[src/rtl/uart_imem_loader.sv]
// UART program-image loader: 8N1 receiver plus a length/data framing FSM that emits imem word writes.
// Optional checksum byte after the image when UART_LOADER_CHECKSUM_EN is defined.
module uart_imem_loader #(
    parameter int CLK_FREQ_HZ = 100_000_000,
    parameter int BAUD_RATE   = 115_200,
    parameter int IMEM_BYTES  = 4096
) (
    input  logic        clk,
    input  logic        rst,
    input  logic        uart_rx,
    output logic [31:0] byte_address,
    output logic        write_enable,
    output logic [31:0] write_data,
    output logic        loading,
    output logic        done,
    output logic        error
);

    localparam int CLKS_PER_BIT = CLK_FREQ_HZ / BAUD_RATE;
    localparam int CNT_W        = $clog2(CLKS_PER_BIT + 1);
    localparam logic [CNT_W-1:0] BIT_LAST  = CNT_W'(CLKS_PER_BIT - 1);
    localparam logic [CNT_W-1:0] HALF_LAST = CNT_W'(CLKS_PER_BIT / 2 - 1);
    localparam logic [31:0]      MAX_WORDS = 32'(IMEM_BYTES / 4);

    typedef enum logic [2:0] {RX_IDLE, RX_START, RX_DATA, RX_STOP, RX_WAIT} rx_state_t;
    typedef enum logic [1:0] {P_LEN, P_DATA, P_CSUM, P_DONE} p_state_t;

`ifdef UART_LOADER_CHECKSUM_EN
    localparam p_state_t P_AFTER_DATA = P_CSUM;
`else
    localparam p_state_t P_AFTER_DATA = P_DONE;
`endif

    logic             rx_meta_q, rx_sync_q, rx_prev_q;
    rx_state_t        rx_state_q, rx_state_d;
    logic [CNT_W-1:0] cnt_q, cnt_d;
    logic [2:0]       bit_idx_q, bit_idx_d;
    logic [7:0]       shift_q, shift_d;
    logic             rx_valid, rx_ferr;

    p_state_t         p_state_q, p_state_d;
    logic [1:0]       byte_cnt_q, byte_cnt_d;
    logic [31:0]      len_q, len_d, len_full;
    logic [31:0]      word_idx_q, word_idx_d;
    logic [31:0]      byte_address_q, byte_address_d;
    logic [31:0]      write_data_q, write_data_d;
    logic             write_enable_q, write_enable_d;
    logic             loading_q, loading_d;
    logic             done_q, done_d;
    logic             error_q, error_d;
`ifdef UART_LOADER_CHECKSUM_EN
    logic [7:0]       csum_q, csum_d;
`endif

    assign len_full = {shift_q, len_q[23:0]};

    // Bit timing: start bit sampled at its midpoint, then every CLKS_PER_BIT.
    always_comb begin
        // NOTE: every combinational output gets a default first so no latch is inferred.
        rx_state_d = rx_state_q;
        cnt_d      = cnt_q + 1'b1;
        bit_idx_d  = bit_idx_q;
        shift_d    = shift_q;
        rx_valid   = 1'b0;
        rx_ferr    = 1'b0;
        case (rx_state_q)
            RX_IDLE: begin
                cnt_d = '0;
                if (rx_prev_q && !rx_sync_q) rx_state_d = RX_START;
            end
            RX_START: if (cnt_q == HALF_LAST) begin
                cnt_d      = '0;
                bit_idx_d  = '0;
                rx_state_d = rx_sync_q ? RX_IDLE : RX_DATA;
            end
            RX_DATA: if (cnt_q == BIT_LAST) begin
                cnt_d     = '0;
                shift_d   = {rx_sync_q, shift_q[7:1]};
                bit_idx_d = bit_idx_q + 1'b1;
                if (bit_idx_q == 3'd7) rx_state_d = RX_STOP;
            end
            RX_STOP: if (cnt_q == BIT_LAST) begin
                cnt_d = '0;
                if (rx_sync_q) begin
                    rx_valid   = 1'b1;
                    rx_state_d = RX_IDLE;
                end else begin
                    rx_ferr    = 1'b1;
                    rx_state_d = RX_WAIT;
                end
            end
            RX_WAIT: begin
                cnt_d = '0;
                if (rx_sync_q) rx_state_d = RX_IDLE;
            end
            default: rx_state_d = RX_IDLE;
        endcase
    end

    always_comb begin
        p_state_d      = p_state_q;
        byte_cnt_d     = byte_cnt_q;
        len_d          = len_q;
        word_idx_d     = word_idx_q;
        byte_address_d = byte_address_q;
        write_data_d   = write_data_q;
        write_enable_d = 1'b0;
        error_d        = error_q;
        done_d         = done_q | (p_state_q == P_DONE);
        loading_d      = loading_q & (p_state_q != P_DONE);
`ifdef UART_LOADER_CHECKSUM_EN
        csum_d         = csum_q;
`endif
        if (rx_ferr && p_state_q != P_DONE) error_d = 1'b1;
        case (p_state_q)
            P_LEN: if (rx_valid) begin
                len_d[{byte_cnt_q, 3'b000} +: 8] = shift_q;
                byte_cnt_d = byte_cnt_q + 1'b1;
                if (byte_cnt_q == 2'd3) begin
                    word_idx_d = '0;
                    if (len_full == '0) begin
                        p_state_d = P_DONE;
                    end else if (len_full > MAX_WORDS) begin
                        error_d   = 1'b1;
                        p_state_d = P_DONE;
                    end else begin
                        p_state_d = P_DATA;
                    end
                end
            end
            P_DATA: begin
                // Leave S_DATA only after the final strobe so it never overlaps another state.
                if (write_enable_q && word_idx_q == len_q) begin
                    p_state_d = P_AFTER_DATA;
                end else if (rx_valid) begin
                    write_data_d[{byte_cnt_q, 3'b000} +: 8] = shift_q;
                    byte_cnt_d = byte_cnt_q + 1'b1;
`ifdef UART_LOADER_CHECKSUM_EN
                    csum_d = csum_q ^ shift_q;
`endif
                    if (byte_cnt_q == 2'd3) begin
                        write_enable_d = 1'b1;
                        byte_address_d = word_idx_q << 2;
                        word_idx_d     = word_idx_q + 1'b1;
                    end
                end
            end
            P_CSUM: begin
`ifdef UART_LOADER_CHECKSUM_EN
                if (rx_valid) begin
                    if (shift_q != csum_q) error_d = 1'b1;
                    p_state_d = P_DONE;
                end
`endif
            end
            default: ;
        endcase
    end

    always_ff @(posedge clk) begin
        if (rst) begin
            // NOTE: the synchronizer resets to the idle-high line level so reset never looks like a start bit.
            rx_meta_q      <= 1'b1;
            rx_sync_q      <= 1'b1;
            rx_prev_q      <= 1'b1;
            rx_state_q     <= RX_IDLE;
            cnt_q          <= '0;
            bit_idx_q      <= '0;
            shift_q        <= '0;
            p_state_q      <= P_LEN;
            byte_cnt_q     <= '0;
            len_q          <= '0;
            word_idx_q     <= '0;
            byte_address_q <= '0;
            write_data_q   <= '0;
            write_enable_q <= 1'b0;
            loading_q      <= 1'b1;
            done_q         <= 1'b0;
            error_q        <= 1'b0;
`ifdef UART_LOADER_CHECKSUM_EN
            csum_q         <= '0;
`endif
        end else begin
            rx_meta_q      <= uart_rx;
            rx_sync_q      <= rx_meta_q;
            rx_prev_q      <= rx_sync_q;
            rx_state_q     <= rx_state_d;
            cnt_q          <= cnt_d;
            bit_idx_q      <= bit_idx_d;
            shift_q        <= shift_d;
            p_state_q      <= p_state_d;
            byte_cnt_q     <= byte_cnt_d;
            len_q          <= len_d;
            word_idx_q     <= word_idx_d;
            byte_address_q <= byte_address_d;
            write_data_q   <= write_data_d;
            write_enable_q <= write_enable_d;
            loading_q      <= loading_d;
            done_q         <= done_d;
            error_q        <= error_d;
`ifdef UART_LOADER_CHECKSUM_EN
            csum_q         <= csum_d;
`endif
        end
    end

    assign byte_address = byte_address_q;
    assign write_enable = write_enable_q;
    assign write_data   = write_data_q;
    assign loading      = loading_q;
    assign done         = done_q;
    assign error        = error_q;

endmodule

[config.mk]
export PLATFORM = sky130hd
export DESIGN_NAME = uart_imem_loader
export DESIGN_NICKNAME = d
export VERILOG_FILES = /design/src/rtl/uart_imem_loader.sv
export SDC_FILE = /design/constraint.sdc
export NUM_CORES = 1
export LEC_CHECK = 0
export ABC_AREA = 1
export BUFFER_PORTS_ARGS = -buffer_cell sky130_fd_sc_hd__buf_2
export CELL_PAD_IN_SITES_DETAIL_PLACEMENT = 1
export CELL_PAD_IN_SITES_GLOBAL_PLACEMENT = 1
export CORE_UTILIZATION = 29
export CTS_CLUSTER_DIAMETER = 100
export DETAILED_ROUTE_END_ITERATION = 7
export MAX_ROUTING_LAYER = met4
export PLACE_DENSITY_LB_ADDON = 0.1
export REMOVE_ABC_BUFFERS = 1
export SLEW_MARGIN = 5
export SYNTH_ARGS = -nofsm -noshare
export SYNTH_HDL_FRONTEND = slang
export SYNTH_SLANG_ARGS = --single-unit
[constraint.sdc]
create_clock -name clk -period 2.9 [get_ports clk]
set_clock_uncertainty 0.05 [all_clocks]
set_input_delay 0.58 -clock clk [delete_from_list [all_inputs] [get_ports clk]]
set_output_delay 0.58 -clock clk [all_outputs]
set_load 0.01 [all_outputs]
==> results of run 1 <==
## cell type report
cell class,count,area (sq um)
Tap cell,390,488
Clock buffer,20,437
Inverter,195,734
Sequential cell,161,3220
Clock inverter,10,90.1
Timing Repair Buffer,94,573
Multi-Input combinational cell,977,4490
Fill cell,3890,19600
## cells in the mapped netlist (3+ instances only)
master / number / area [sq um]
a211oi_1: 6 / 45.0
buf_4: 7 / 52.6
nor3b_1: 3 / 22.5
a21oi_1: 68 / 340
nor4_1: 5 / 31.3
buf_1: 3 / 11.3
buf_6: 5 / 56.3
xnor2_1: 6 / 52.6
ha_1: 11 / 138
inv_2: 25 / 93.8
xor2_1: 16 / 140
nand3_1: 77 / 385
nor2_4: 5 / 56.3
nor2_1: 258 / 968
nor3_1: 41 / 205
clkbuf_1: 21 / 78.8
nand4_1: 34 / 213
dfxtp_1: 161 / 3220
or2_2: 3 / 18.8
buf_2: 19 / 95.1
nor2_2: 5 / 31.3
o21ai_0: 32 / 160
nand2_1: 378 / 1420
inv_1: 166 / 623
## final timing paths
kind                           end  slack (ns)
setup / recovery  byte_address[26]        0.41
hold / removal           rx_meta_q        0.28
hold reg to reg          rx_sync_q        0.38
setup reg to reg  byte_address[26]        0.41
## per-stage QoR
step	hold slack, ns	area, sq um	utilization	setup TNS [ns]	worst slack, ns
CTS	0.249	10000	0.339	0	0.386
global placement	0.364	9510	0.321	0	0.434
finish	0.275	10000	0.339	0	0.411
global route	0.262	10000	0.339	0	0.155
floorplan	0.339	8450	-	-5.88	-0.190
detailed placement	0.364	9510	0.321	0	0.410
## logic make-up (layout without fill, tap and decap cells)
kind of cell | count (synthesis) | after routing | share of synthesized area
and+or+nand+nor | 825 | 825 | 0.403
buffers and inverters | 252 | 319 | 0.119
DFF | 161 | 161 | 0.368
AOI/OAI and AO/OA | 117 | 117 | 0.0718
xor gates and xnor gates | 22 | 22 | 0.0220
adders and majority gates | 11 | 11 | 0.0157
other | 1 | 2 | 0.000429
## state kept, by name, summed over array words and instances, names as in the netlist, 2 cells and up
register	cells
p_state_q	2
byte_cnt_q	2
bit_idx_q	3
shift_q	8
write_data	32
byte_address	30
len_q	32
rx_state_q	3
word_idx_q	32
cnt_q	10
## per-layer routing
metal | vias up | GRT usage
met1 | 4011 | 0.273
met4 | 0 | 0.0612
met5 | - | -
met2 | 122 | 0.342
li1 | 4435 | -
met3 | 32 | 0.0301
## power breakdown
group          internal [mW]  total [mW]  leakage, nW  switching [mW]
clock                   1.17        2.15        0.252           0.979
sequential              2.25        2.28         1.30          0.0392
combinational         0.0963       0.308         3.13           0.212
==> impl_metrics.ini, run 1 <==
[status]
outcome = completed

[critical_path]
cp_slowest_cell = dfxtp_1
cp.depth = 11
cp_cell_sequence = ha_1 -> inv_1 -> nor3_1 -> nand3_2 -> nor3_2 -> and3_1 -> nand2_4 -> buf_12 -> nand2_1 -> nand2_1 -> nor2_1
worstSetupStartpoint = cnt_q[0]
r2r_cells = 11
slowest_delay_ns = 0.38
crit_family = simple AND/OR/NAND/NOR gates
reg2reg_from = cnt_q[0]
worstPathMaxFanout = 28
worstSetupStartpointType = flop
end_kind = flop
path_buf_inv = 2
cp_data_required_time_ns = 3.23
worstPathArrival_ns = 2.81
path_common_cell = nand2_1
critPathKind = reg2reg

[detailed_routing]
routed_wl_mm = 30.4
routed.top_layer = met4
dr.pass1.iters = 4
wl_met1_mm = 14.9
vias = 8600
wire_per_inst_microns = 16.5
vias_per_cell = 4.66
drc_errors = 0
drt_iter0_markers = 372
drt.antenna.violating_nets = 0
wl_met3_microns = 769
met2WireLength_mm = 14.2

[logic_synthesis]
yosys_warnings = 0
synth_ff_type = dfxtp_1
synthArstFlopShare = 0
ys_types = 46
yosysSeqAreaShare = 0.368
synth-seq-cells = 161
synth_edf_count = 0
synth_cells = 1389
syn_area_sq_um = 8750
postSynthAreaPerCell_sq_um = 6.30

[final_layout]
area_delta_synth_final_pct = 14.7
final_cells = 1847
mostFrequentLayoutCells = nand2_1 (378), nor2_1 (258), inv_1 (165)
drive_above_1_share = 0.120
final_common_cell = nand2_1
antenna_cells = 0
nNetsFinal = 1460

[pwr]
ir_drop_uv = 301
p_total_mw = 4.74
p_leak_nw = 4.68
powerDensity_nw_per_um2 = 472

[clock_tree]
cts_setup_buffers = 0
clock-sinks = 161
root_buffer = clkbuf_16
postCtsResizedCells = 0
postCtsHoldBufs = 0
clkLatencyLatePin_ns = 0.44
clk_pin_slew_ns = 0.07
cts_tree = done
h-tree-depth = 4
cts-buffers-inserted = 17
clock_path_buffers = 2

[global_routing]
grt_first_pass_wirelength_mm = 48.9
overflow = 0
grt_max_degree = 95
grt_pass1_vias = 8791
globalRouteTotalUtil = 0.211
antenna_found_initial = 0

[sta]
period_needed_ns = 2.49
fmax_mhz = 402
slew_viol_final = 0
tightestPinTransition_ns = 0.730
hold_viol_final = 0
slew_headroom = 0.513
grt_setup_unrepaired = no
setup_violations = 0
final.period_utilization = 0.858

[hold_path]
min_path_cells = 2
hp-start = uart_rx
min_path_type = in2reg

[floorplanning]
die_w_microns = 176
ios = 71
die_h_microns = 176
initial_core_util = 0.295
coreArea_sq_um = 29600
num_rows = 63
die-area_sq_um = 30900

[placed_design]
port_buffers = 68
dp_hpwl_mm = 22.9
gp_congestion = 0.848
dpl.cell_count = 1817

[job]
maxCapViolCount = 0
No activity file was read; power rests on OpenSTA's default activity.
==> run 2, diff against run 1 <==
- RECOVER_POWER: not set -> 100
==> run 2 against run 1 <==
Net effect:
- hold slack got worse by 0.0030 ns
- final cell count is the same
- critical path depth did not move
- combinational power about the same
- sequential power barely moved
- fmax down 4.8%
- highest routed layer unchanged
==> impl_metrics.ini, run 2 (synthesized netlist as in run 1, its figures left out) <==
[clock_tree]
clk_pin_slew_ns = 0.07
clock-sinks = 161
clkLatencyLatePin_ns = 0.44
clock_path_buffers = 2
cts-buffers-inserted = 17
h-tree-depth = 4
postCtsResizedCells = 0
cts_setup_buffers = 0
cts_tree = done
postCtsHoldBufs = 0
root_buffer = clkbuf_16

[global_routing]
overflow = 0
grt_first_pass_wirelength_mm = 48.9
globalRouteTotalUtil = 0.211
antenna_found_initial = 0
grt_pass1_vias = 8791
grt_max_degree = 95

[sta]
slew_viol_final = 0
hold_viol_final = 0
setup_violations = 0
tightestPinTransition_ns = 1.43
fmax_mhz = 382
period_needed_ns = 2.61
slew_headroom = 0.0472
grt_setup_unrepaired = no
final.period_utilization = 0.902

[detailed_routing]
drt_iter0_markers = 427
drc_errors = 0
drt.antenna.violating_nets = 0
routed_wl_mm = 30.5
dr.pass1.iters = 4
wire_per_inst_microns = 16.5
vias_per_cell = 4.66
vias = 8599

[critical_path]
end_kind = flop
worstPathArrival_ns = 2.91
worstPathMaxFanout = 29
cp_data_required_time_ns = 3.20
worstSetupStartpointType = flop
critPathKind = reg2reg

[pwr]
powerDensity_nw_per_um2 = 479
p_leak_nw = 4.38
ir_drop_uv = 305

[placed_design]
dpl.cell_count = 1817
dp_hpwl_mm = 22.9
gp_congestion = 0.848
port_buffers = 68

[floorplanning]
die-area_sq_um = 30900
die_w_microns = 176
coreArea_sq_um = 29600
num_rows = 63
initial_core_util = 0.295
ios = 71
die_h_microns = 176

[final_layout]
drive_above_1_share = 0.0693
mostFrequentLayoutCells = nand2_1 (378), nor2_1 (259), inv_1 (168)
final_common_cell = nand2_1
final_cells = 1847
multi_input_area_sq_um = 4450
register_area_sq_um = 3220
area_delta_synth_final_pct = 13.2
nNetsFinal = 1460
post-route-util = 0.334
antenna_cells = 0
nFillCells = 3904

[job]
maxCapViolCount = 0

[status]
outcome = completed

[hold_path]
min_path_type = in2reg
-- run 2: cell types whose count changed in the layout (fill, tap and decap cells not counted), sizes merged --
cell | previous run | this run
buf | 94 | 24
clkbuf | 20 | 90
-- run 2: cell type report --
class                      count  area share
multi-input combinational    977       0.450
inverter                     195      0.0742
sequential                   161       0.325
clock inverter                10     0.00910
tap                          390      0.0493
clock buffer                  20      0.0441
timing repair buffer          94      0.0483
-- run 2: per-stage QoR --
| stage | hold slack [ns] | setup slack [ns] | total power [mW] | area [sq um] | TNS, ns |
|---|---|---|---|---|---|
| final | 0.272 | 0.285 | 4.74 | 9900 | 0 |
| after global routing | 0.262 | 0.0775 | 4.95 | 9900 | 0 |
| after CTS | 0.249 | 0.386 | 4.83 | 10000 | 0 |
| after detailed placement | 0.364 | 0.410 | 2.65 | 9510 | 0 |
| after global placement | 0.364 | 0.434 | 2.64 | 9510 | 0 |
| after floorplan | 0.339 | -0.190 | 2.54 | 8450 | -5.88 |
-- run 2: routing by layer --
layer / vias up / global-route usage / share of wire
li1: 4436 / - / -
met1: 4011 / 0.273 / 0.49
met2: 121 / 0.342 / 0.47
met3: 31 / 0.0301 / 0.024
met4: 0 / 0.0612 / 0.018
met5: - / - / 0
-- run 2: worst max-delay path, stage by stage, from the launching register on --
cell and delay, ns:
dfxtp_1 0.61, inv_1 0.19, nand2_1 0.12, nand2_1 0.05, nor2_1 0.10, nand4_1 0.10, nor2_1 0.23, nand4_1 0.15
clkbuf_2 0.50, nand2_1 0.23, nand2_1 0.07, a21oi_1 0.12
-- run 2: final timing paths --
kind	startpoint	endpoint	slack, ns	depth (start not counted)
worst max register to register	word_idx_q[17]	byte_cnt_q[0]	0.29	11
worst max-delay path	word_idx_q[17]	byte_cnt_q[0]	0.29	11
worst min-delay path	uart_rx	rx_meta_q	0.27	2
worst min register to register	rx_meta_q	rx_sync_q	0.38	1
-- run 2: power breakdown --
part / switching (mW) / leakage [nW] / total, mW / internal (mW)
Combinational: 0.212 / 2.83 / 0.308 / 0.0958
Clock: 0.982 / 0.252 / 2.15 / 1.17
Sequential: 0.0390 / 1.30 / 2.28 / 2.25
Total: 1.23 / 4.38 / 4.74 / 3.51
